===== config.mk =====
export PLATFORM = sky130hd
export DESIGN_NAME = vector_result_serializer_flat
export DESIGN_NICKNAME = d
export VERILOG_FILES = /design/src/rtl/vector_result_serializer_pkg.sv /design/src/rtl/vector_result_serializer_if.sv /design/src/rtl/vector_result_serializer.sv /design/src/flat_wrapper.sv
export SDC_FILE = /design/constraint.sdc
export NUM_CORES = 1
export LEC_CHECK = 0
export BUFFER_PORTS_ARGS = -buffer_cell sky130_fd_sc_hd__buf_4
export CORE_ASPECT_RATIO = 1.4
export CORE_MARGIN = 2
export CORE_UTILIZATION = 44
export DETAILED_ROUTE_END_ITERATION = 10
export PLACE_DENSITY = 0.66
export SETUP_SLACK_MARGIN = 0.02
export SYNTH_ARGS = -nofsm -noshare
export SYNTH_HDL_FRONTEND = slang
export SYNTH_SLANG_ARGS = --single-unit

===== constraint.sdc =====
create_clock -name clk -period 9.6 [get_ports clk]
set_input_delay 0.96 -clock clk [delete_from_list [all_inputs] [get_ports clk]]
set_output_delay 0.96 -clock clk [all_outputs]
set_load 0.02 [all_outputs]

===== src/rtl/vector_result_serializer_pkg.sv =====
// Shared types for the vector result serializer: element type, default sizes
// and the two-state streaming FSM encoding.
package vec_pkg;

    localparam int VEC_SIZE = 5;
    localparam int DATA_W   = 32;

    typedef logic signed [DATA_W-1:0] data_t;

    typedef enum logic {
        IDLE,
        SEND
    } ser_state_t;

endpackage


===== src/rtl/vector_result_serializer_if.sv =====
// Capture/stream/sum bundle between a vector producer, the serializer and
// the downstream element consumer.
interface vector_result_serializer_if
    import vec_pkg::*;
#(
    parameter int VEC_SIZE = vec_pkg::VEC_SIZE,
    parameter int IDX_W    = $clog2(VEC_SIZE + 1)
);

    logic                    in_valid;
    logic                    in_ready;
    data_t [VEC_SIZE-1:0]    in_vec;
    logic                    out_valid;
    logic                    out_ready;
    data_t                   out_data;
    logic [IDX_W-1:0]        out_index;
    logic                    out_last;
    logic                    sum_valid;
    data_t                   sum_data;

    modport slave (
        input  in_valid, in_vec, out_ready,
        output in_ready, out_valid, out_data, out_index, out_last,
               sum_valid, sum_data
    );

    modport master (
        output in_valid, in_vec, out_ready,
        input  in_ready, out_valid, out_data, out_index, out_last,
               sum_valid, sum_data
    );

endinterface


===== src/rtl/vector_result_serializer.sv =====
// Captures a whole result vector in one beat, streams its elements in index
// order and pulses the wrapping sum once the last element is accepted.
module vector_result_serializer
    import vec_pkg::*;
#(
    parameter int VEC_SIZE = vec_pkg::VEC_SIZE,
    parameter int IDX_W    = $clog2(VEC_SIZE + 1)
) (
    input logic                        clk,
    input logic                        rst,
    vector_result_serializer_if.slave  bus
);

    ser_state_t        r_state;
    ser_state_t        w_next;
    data_t             r_buf [VEC_SIZE];
    logic [IDX_W-1:0]  r_idx;
    data_t             r_sum;
    data_t             r_sum_data;
    logic              r_sum_valid;

    logic              w_last;
    logic              w_cap;
    logic              w_fire;
    data_t             w_elem;

    assign w_last = (r_idx == IDX_W'(VEC_SIZE - 1));
    assign w_cap  = (r_state == IDLE) && bus.in_valid;
    assign w_fire = (r_state == SEND) && bus.out_ready;
    assign w_elem = r_buf[r_idx];

    always_ff @(posedge clk or posedge rst) begin
        if (rst) begin
            r_state <= IDLE;
        end else begin
            r_state <= w_next;
        end
    end

    always_comb begin
        w_next = r_state;
        case (r_state)
            IDLE:    if (w_cap) w_next = SEND;
            SEND:    if (w_fire && w_last) w_next = IDLE;
            default: w_next = IDLE;
        endcase
    end

    // Outputs are gated to zero outside SEND so IDLE always shows reset values.
    always_comb begin
        bus.in_ready  = (r_state == IDLE);
        bus.out_valid = (r_state == SEND);
        bus.out_data  = '0;
        bus.out_index = '0;
        bus.out_last  = 1'b0;
        if (r_state == SEND) begin
            bus.out_data  = w_elem;
            bus.out_index = r_idx;
            bus.out_last  = w_last;
        end
        bus.sum_valid = r_sum_valid;
        bus.sum_data  = r_sum_data;
    end

    always_ff @(posedge clk or posedge rst) begin
        if (rst) begin
            for (int unsigned i = 0; i < VEC_SIZE; i++) begin
                r_buf[i] <= '0;
            end
            r_idx       <= '0;
            r_sum       <= '0;
            r_sum_data  <= '0;
            r_sum_valid <= 1'b0;
        end else begin
            r_sum_valid <= 1'b0;
            if (w_cap) begin
                for (int unsigned i = 0; i < VEC_SIZE; i++) begin
                    r_buf[i] <= bus.in_vec[i];
                end
                r_idx <= '0;
                r_sum <= '0;
            end else if (w_fire) begin
                if (w_last) begin
                    r_sum_data  <= r_sum + w_elem;
                    r_sum_valid <= 1'b1;
                end else begin
                    r_sum <= r_sum + w_elem;
                    r_idx <= r_idx + 1'b1;
                end
            end
        end
    end

endmodule

===== src/flat_wrapper.sv =====
// flat-port wrapper written by rule: the top's interface ports become plain ports
module vector_result_serializer_flat import vec_pkg::*;
#(
    parameter int VEC_SIZE = vec_pkg::VEC_SIZE,
    parameter int IDX_W    = $clog2(VEC_SIZE + 1)
)
  (clk, rst, bus_in_valid, bus_in_vec, bus_out_ready, bus_in_ready, bus_out_valid, bus_out_data, bus_out_index, bus_out_last, bus_sum_valid, bus_sum_data);
  vector_result_serializer_if #(.VEC_SIZE(VEC_SIZE), .IDX_W(IDX_W)) bus_i ();
  input logic clk;
  input logic rst;
  input wire logic [$bits(bus_i.in_valid)-1:0] bus_in_valid;
  input wire logic [$bits(bus_i.in_vec)-1:0] bus_in_vec;
  input wire logic [$bits(bus_i.out_ready)-1:0] bus_out_ready;
  output wire logic [$bits(bus_i.in_ready)-1:0] bus_in_ready;
  output wire logic [$bits(bus_i.out_valid)-1:0] bus_out_valid;
  output wire logic [$bits(bus_i.out_data)-1:0] bus_out_data;
  output wire logic [$bits(bus_i.out_index)-1:0] bus_out_index;
  output wire logic [$bits(bus_i.out_last)-1:0] bus_out_last;
  output wire logic [$bits(bus_i.sum_valid)-1:0] bus_sum_valid;
  output wire logic [$bits(bus_i.sum_data)-1:0] bus_sum_data;
  assign bus_i.in_valid = bus_in_valid;
  assign bus_i.in_vec = bus_in_vec;
  assign bus_i.out_ready = bus_out_ready;
  assign bus_in_ready = bus_i.in_ready;
  assign bus_out_valid = bus_i.out_valid;
  assign bus_out_data = bus_i.out_data;
  assign bus_out_index = bus_i.out_index;
  assign bus_out_last = bus_i.out_last;
  assign bus_sum_valid = bus_i.sum_valid;
  assign bus_sum_data = bus_i.sum_data;
  vector_result_serializer #(.VEC_SIZE(VEC_SIZE), .IDX_W(IDX_W)) u_core (.clk(clk), .rst(rst), .bus(bus_i));
endmodule

Word-level counts from Yosys, hierarchy flattened
Index checks and enable logic that the tools add are counted.
- input bits: 164
- word-level logic and storage cells: 42
- register bits: 229
- magnitude comparators: 1
- mux-type cells: 18
- bitwise logic cells: 3
- equality and inequality tests: 2
- reduce and logical (&&, ||, !) cells: 6
- $add $sub $neg: 2
- operators by type and width (kind ; number):
    2-to-1 mux 32 bit ; 6
    binary-select mux 32 bit (select 3 bit) ; 1
    adder 32 bit ; 1
    2-to-1 mux 3 bit ; 4
    2-to-1 mux 1 bit ; 6
    greater-or-equal comparator 4 bit, second input constant ; 1
    inverter 3 -> 4 bit ; 1
    adder 3 x 1 -> 3 bit, second input constant ; 1
    equality test 3 bit, second input constant ; 1
    logical AND 1 bit ; 3
    AND reduction 3 bit ; 1
    != test 2 bit, second input constant ; 1
    inverter 1 bit ; 2
    one-hot mux 1 bit (2 select lines) ; 1
    AND reduction 2 bit ; 1
    nonzero test 2 bit ; 1

Depth between registers and ports, before layout
- depth in word-level cells: 8
- mapped depth: 16
- gate-level depth less buffers: 14

Worst setup path before layout
OpenSTA, ideal clock, no wires.
- path type: reg2reg
- from: reg u_core.r_idx[0]
- to: reg u_core.r_sum[26]
- stages on the path, launching flop included: 17
- data required time: 9.531 ns
- data arrival time: 3.631 ns
- period minus slack after synthesis: 3.700 ns
- buffers on the path: 3
- slack: 5.900 ns
- cells stage by stage: dfrtp_1 clkbuf_1 buf_2 buf_1 nor2_1 a21oi_1 o22ai_1 ha_1 fa_1 a21o_1 a21oi_2 o211ai_2 a41oi_2 o21ai_2 and3_1 or4_1 nand3_1
- word-level cells in the longest chain between the ends: 8
- elaborated cells between the ends (all ways): 11
- classes of those cells: add/sub: 1; eq/ne: 2; mux: 6; bitwise: 1; reduce/logical: 1
- RTL lines (what ; RTL line ; source):
    start: declaration ; vector_result_serializer.sv:17 ; logic [IDX_W-1:0] r_idx;
    start signal: assignment ; vector_result_serializer.sv:88 ; r_idx <= r_idx + 1'b1;
    inverter 3 -> 4 bit (not written as such) ; vector_result_serializer.sv:30 ; assign w_elem = r_buf[r_idx];
    binary-select mux 32 bit (select 3 bit) ; vector_result_serializer.sv:30 ;
    2-to-1 mux 32 bit (not written as such) (2 in series) ; vector_result_serializer.sv:30 ;
    adder 32 bit ; vector_result_serializer.sv:87 ; r_sum <= r_sum + w_elem;
    2-to-1 mux 32 bit ; vector_result_serializer.sv:83 ; if (w_last) begin
    2-to-1 mux 32 bit ; vector_result_serializer.sv:82 ; end else if (w_fire) begin
    2-to-1 mux 32 bit ; vector_result_serializer.sv:76 ; if (w_cap) begin
    end signal: assignment ; vector_result_serializer.sv:87 ;
    end: declaration ; vector_result_serializer.sv:18 ; data_t r_sum;
Parallel ways exist; a longest one is shown, timed or not. The select of a mux whose other input is x is not followed.
A chain may end at the register's enable or synchronous reset.

Final worst setup path
- from: reg u_core.r_idx[0]
- to: reg u_core.r_sum[30]
The elaborated chain is that of the path after synthesis.

==> impl_metrics.py <==
metrics = {
    "power": {
        "vdd_ir_drop_max_mv": 0.142,
        "power.leakage_nw": 7.55,
        "power_density_mw_per_mm2": 397,
        "power.total_w": 0.00571,
    },
    "placement": {
        "port-buffer-count": 234,
        "dpl-instance-area_sq_mm": 0.0137,
        "detailedPlacementHpwl_um": 24400,
        "gpl.final_weighted_congestion": 0.908,
    },
    "worst_setup_path": {
        "worst_setup_path_startpoint": "u_core.r_idx[0]",
        "critPathArrivalTime_ns": 4.82,
        "worstPathRequired_ns": 10.02,
        "regToRegStartpoint": "u_core.r_idx[0]",
        "endpoint_kind": "register",
        "timing.setup.critical_path_class": "reg2reg",
        "worst_setup_path_start_kind": "register",
        "critical_path_peak_fanout": 69,
    },
    "global_route": {
        "grt_pass1_wl_um": 53000,
        "grt_util_all_layers": 0.239,
        "first_global_vias": 10063,
        "grtUsageMet1": 0.329,
        "global_route.peak_usage_layer": "met2",
        "maximum_number_of_pins_on_one_net_before_global_route_repair": 115,
        "groute.layer.met3.usage": 0.0259,
        "global_route.usage.met2": 0.392,
        "number_of_antenna_violations_at_the_first_check_in_global_routing": 0,
        "grt-ovfl-total": 0,
    },
    "final_layout": {
        "fraction_of_final_layout_cells_sized_beyond_drive_strength_1": 0.190,
        "utilization": 0.549,
        "postLayoutCellArea_sq_mm": 0.0144,
        "area_delta_synth_final_pct": 22.4,
        "mostFrequentLayoutCells": "sky130_fd_sc_hd__nand2_1 (545), sky130_fd_sc_hd__buf_4 (246), sky130_fd_sc_hd__dfrtp_1 (227), sky130_fd_sc_hd__mux2i_1 (64), sky130_fd_sc_hd__a21oi_1 (63)",
        "finish.net_count": 1777,
        "fillerInstances": 2447,
        "mostFrequentLayoutCell": "sky130_fd_sc_hd__nand2_1",
        "antenna-diode-count": 0,
    },
    "worst_hold_path": {
        "hold_path.class": "reg2reg",
        "hold_start": "u_core.r_buf[132]",
    },
    "synthesis": {
        "postSynthCellCount": 1391,
        "synth_largest_area_cell": "sky130_fd_sc_hd__dfrtp_1",
        "synth_enable_flop_cells": 0,
        "leading_cell_types_by_total_area_after_synthesis": "sky130_fd_sc_hd__dfrtp_1 (49%), sky130_fd_sc_hd__nand2_1 (17%), sky130_fd_sc_hd__mux2i_1 (5.5%)",
        "asyncSetResetFlopFracSynth": 1.00,
        "yosysWarningCount": 0,
        "postSynth.topFlopCell": "sky130_fd_sc_hd__dfrtp_1",
        "synth_seq_cells": 229,
        "synth-seq-area-share": 0.488,
        "synth.lib_cells_used.distinct": 58,
        "syn_avg_cell_area_sq_um": 8.45,
        "synth_top_area_frac": 0.488,
        "syn_area_sq_mm": 0.0117,
        "synth.net_count": 1589,
    },
    "clocking": {
        "cell_chosen_for_the_clock_root": "sky130_fd_sc_hd__clkbuf_16",
        "number_of_gates_resized_after_cts": 0,
        "clk_pin_slew_ns": 0.06,
        "cts_hold_buf": 0,
        "worst_skew_pair_latency_ns": 0.52,
        "cts.repair_timing.setup_buffer_count": 0,
        "cts_buf_count": 23,
        "tritoncts": "done",
        "htree_levels": 1,
        "tritoncts_num_sinks": 229,
        "cts.path.max_buffers": 3,
    },
    "timing": {
        "final.min_clock_period_ns": 4.40,
        "timing.slew.headroom": 0.244,
        "worst_pin_slew_ns": 1.13,
        "final_max_slew_viol_count": 0,
        "fin_setup_tns_ns": 0,
        "post-route-period-util": 0.458,
        "max_clock_freq_mhz": 227,
        "finalClockSkew_ns": 0.00952,
        "finalSetupViolCount": 0,
        "rsz0062_at_grt": "no",
        "worst_hold_slack_ns": 0.469,
        "final-hold-violation-count": 0,
    },
    "route": {
        "drt_first_iter_violations": 622,
        "vias_per_std_cell": 5.32,
        "route.detailed.wl_per_inst_um": 17.6,
        "vias": 10215,
        "detail_route.first_pass.iterations": 6,
        "drcViolationCount": 0,
        "detail_route.wirelength_um": 33800,
        "antenna_violating_nets_post_route": 0,
    },
    "floorplanning": {
        "std_cell_rows": 70,
        "die_height_um": 197,
        "floorplan.core_area_sq_mm": 0.0262,
        "initial_utilization": 0.449,
        "die_w_um": 142,
        "io_pins": 235,
        "die_area_sq_mm": 0.0280,
    },
    "run_status": {
        "outcome": "completed",
    },
    "run": {
        "maxCapViolations": 0,
    },
}
==> path summary, 6_finish.rpt <==
check                               endpoint  slack (ns)  cells past startpoint
max                         u_core.r_sum[30]        5.20                     15
min in group asynchronous   u_core.r_sum[30]        0.59                      2
max reg2reg                 u_core.r_sum[30]        5.20                     15
min                        u_core.r_buf[132]        0.47                      2
max in group asynchronous    u_core.r_sum[7]        6.94                      4
min reg2reg                u_core.r_buf[132]        0.47                      2
==> cells in the mapped netlist (2+ instances only) <==
cell type	count
sky130_fd_sc_hd__nand2_1	546
sky130_fd_sc_hd__dfrtp_1	229
sky130_fd_sc_hd__mux2i_1	64
sky130_fd_sc_hd__a21oi_1	63
sky130_fd_sc_hd__o21ai_0	60
sky130_fd_sc_hd__clkbuf_1	59
sky130_fd_sc_hd__nor2_1	55
sky130_fd_sc_hd__nand3_1	43
sky130_fd_sc_hd__and2_1	33
sky130_fd_sc_hd__ha_1	33
sky130_fd_sc_hd__o22ai_1	32
sky130_fd_sc_hd__a21o_1	19
sky130_fd_sc_hd__inv_1	15
sky130_fd_sc_hd__xnor2_1	14
sky130_fd_sc_hd__buf_1	13
sky130_fd_sc_hd__xor2_1	11
sky130_fd_sc_hd__and3_1	10
sky130_fd_sc_hd__o31ai_1	9
sky130_fd_sc_hd__buf_2	8
sky130_fd_sc_hd__nand4_1	7
sky130_fd_sc_hd__o21bai_1	7
sky130_fd_sc_hd__nor3_1	4
sky130_fd_sc_hd__o211ai_1	4
sky130_fd_sc_hd__a21boi_0	3
sky130_fd_sc_hd__a31oi_1	3
sky130_fd_sc_hd__o21a_1	3
sky130_fd_sc_hd__a211o_1	2
sky130_fd_sc_hd__a211oi_2	2
sky130_fd_sc_hd__a21o_2	2
sky130_fd_sc_hd__a41oi_1	2
sky130_fd_sc_hd__and2_2	2
sky130_fd_sc_hd__and3_4	2
sky130_fd_sc_hd__buf_6	2
sky130_fd_sc_hd__nand2b_1	2
sky130_fd_sc_hd__nor2b_1	2
sky130_fd_sc_hd__o22a_1	2
sky130_fd_sc_hd__or2_2	2
sky130_fd_sc_hd__or4_1	2
==> area by class of cell <==
cell class              count  area, sq um  share of cell area
flip-flops and latches    229         5740               0.399
multi-input cells        1064         5630               0.392
repair buffers            246         1850               0.128
clock buffers              32          639              0.0445
well taps                 324          405              0.0282
inverters                  15         63.8             0.00444
clock inverters             9         53.8             0.00374
==> cells by family after synthesis <==
group	Yosys count	synth area share
xor gates and xnor gates	25	0.0186
buffers and inverters	98	0.0343
DFF	229	0.488
AOI/OAI and AO/OA	224	0.117
adders and majority gates	34	0.0369
muxes	64	0.0545
and+or+nand+nor	717	0.251
==> worst max-delay path, stage by stage, from the launching register on <==
cell                       delay, ns
sky130_fd_sc_hd__dfrtp_4        1.05
sky130_fd_sc_hd__inv_1          0.21
sky130_fd_sc_hd__nor2_2         0.15
sky130_fd_sc_hd__buf_4          0.33
sky130_fd_sc_hd__a21oi_1        0.13
sky130_fd_sc_hd__o22ai_1        0.24
sky130_fd_sc_hd__ha_1           0.24
sky130_fd_sc_hd__fa_1           0.22
sky130_fd_sc_hd__a21o_1         0.14
sky130_fd_sc_hd__a21oi_2        0.08
sky130_fd_sc_hd__o211ai_2       0.25
sky130_fd_sc_hd__a41oi_2        0.19
sky130_fd_sc_hd__o21ai_2        0.32
sky130_fd_sc_hd__nand3_1        0.25
sky130_fd_sc_hd__and4_1         0.28
sky130_fd_sc_hd__o31ai_1        0.20
==> per-layer routing <==
layer / wire [um] / up-vias
met1: 14600 / 4858
li1: - / 4987
met4: 1220 / 0
met3: 1660 / 68
met2: 16300 / 302
met5: 0 / -
==> where the power goes <==
part,total (W),switching [W],internal (W)
logic,0.00316,0.00194,0.00122
clock network,0.000844,0.000378,0.000466
registers,0.00171,0.000298,0.00141
total,0.00571,0.00262,0.00310
==> stage by stage <==
step                cells  setup slack (ns)
CTS                  1919              5.22
finish               1919              5.20
detailed placement   1878              5.22
global placement     1878              5.28
floorplan            1391              2.36
global route         1919              4.73
==> sequential cells by signal (all words and copies together), names as in the netlist <==
register and count:
u_core.r_buf 160, u_core.r_idx 3, u_core.bus.sum_valid 1, u_core.r_sum 32
u_core.bus.sum_data 32, u_core.bus.out_valid 1
(Power assumes the default switching activity.)
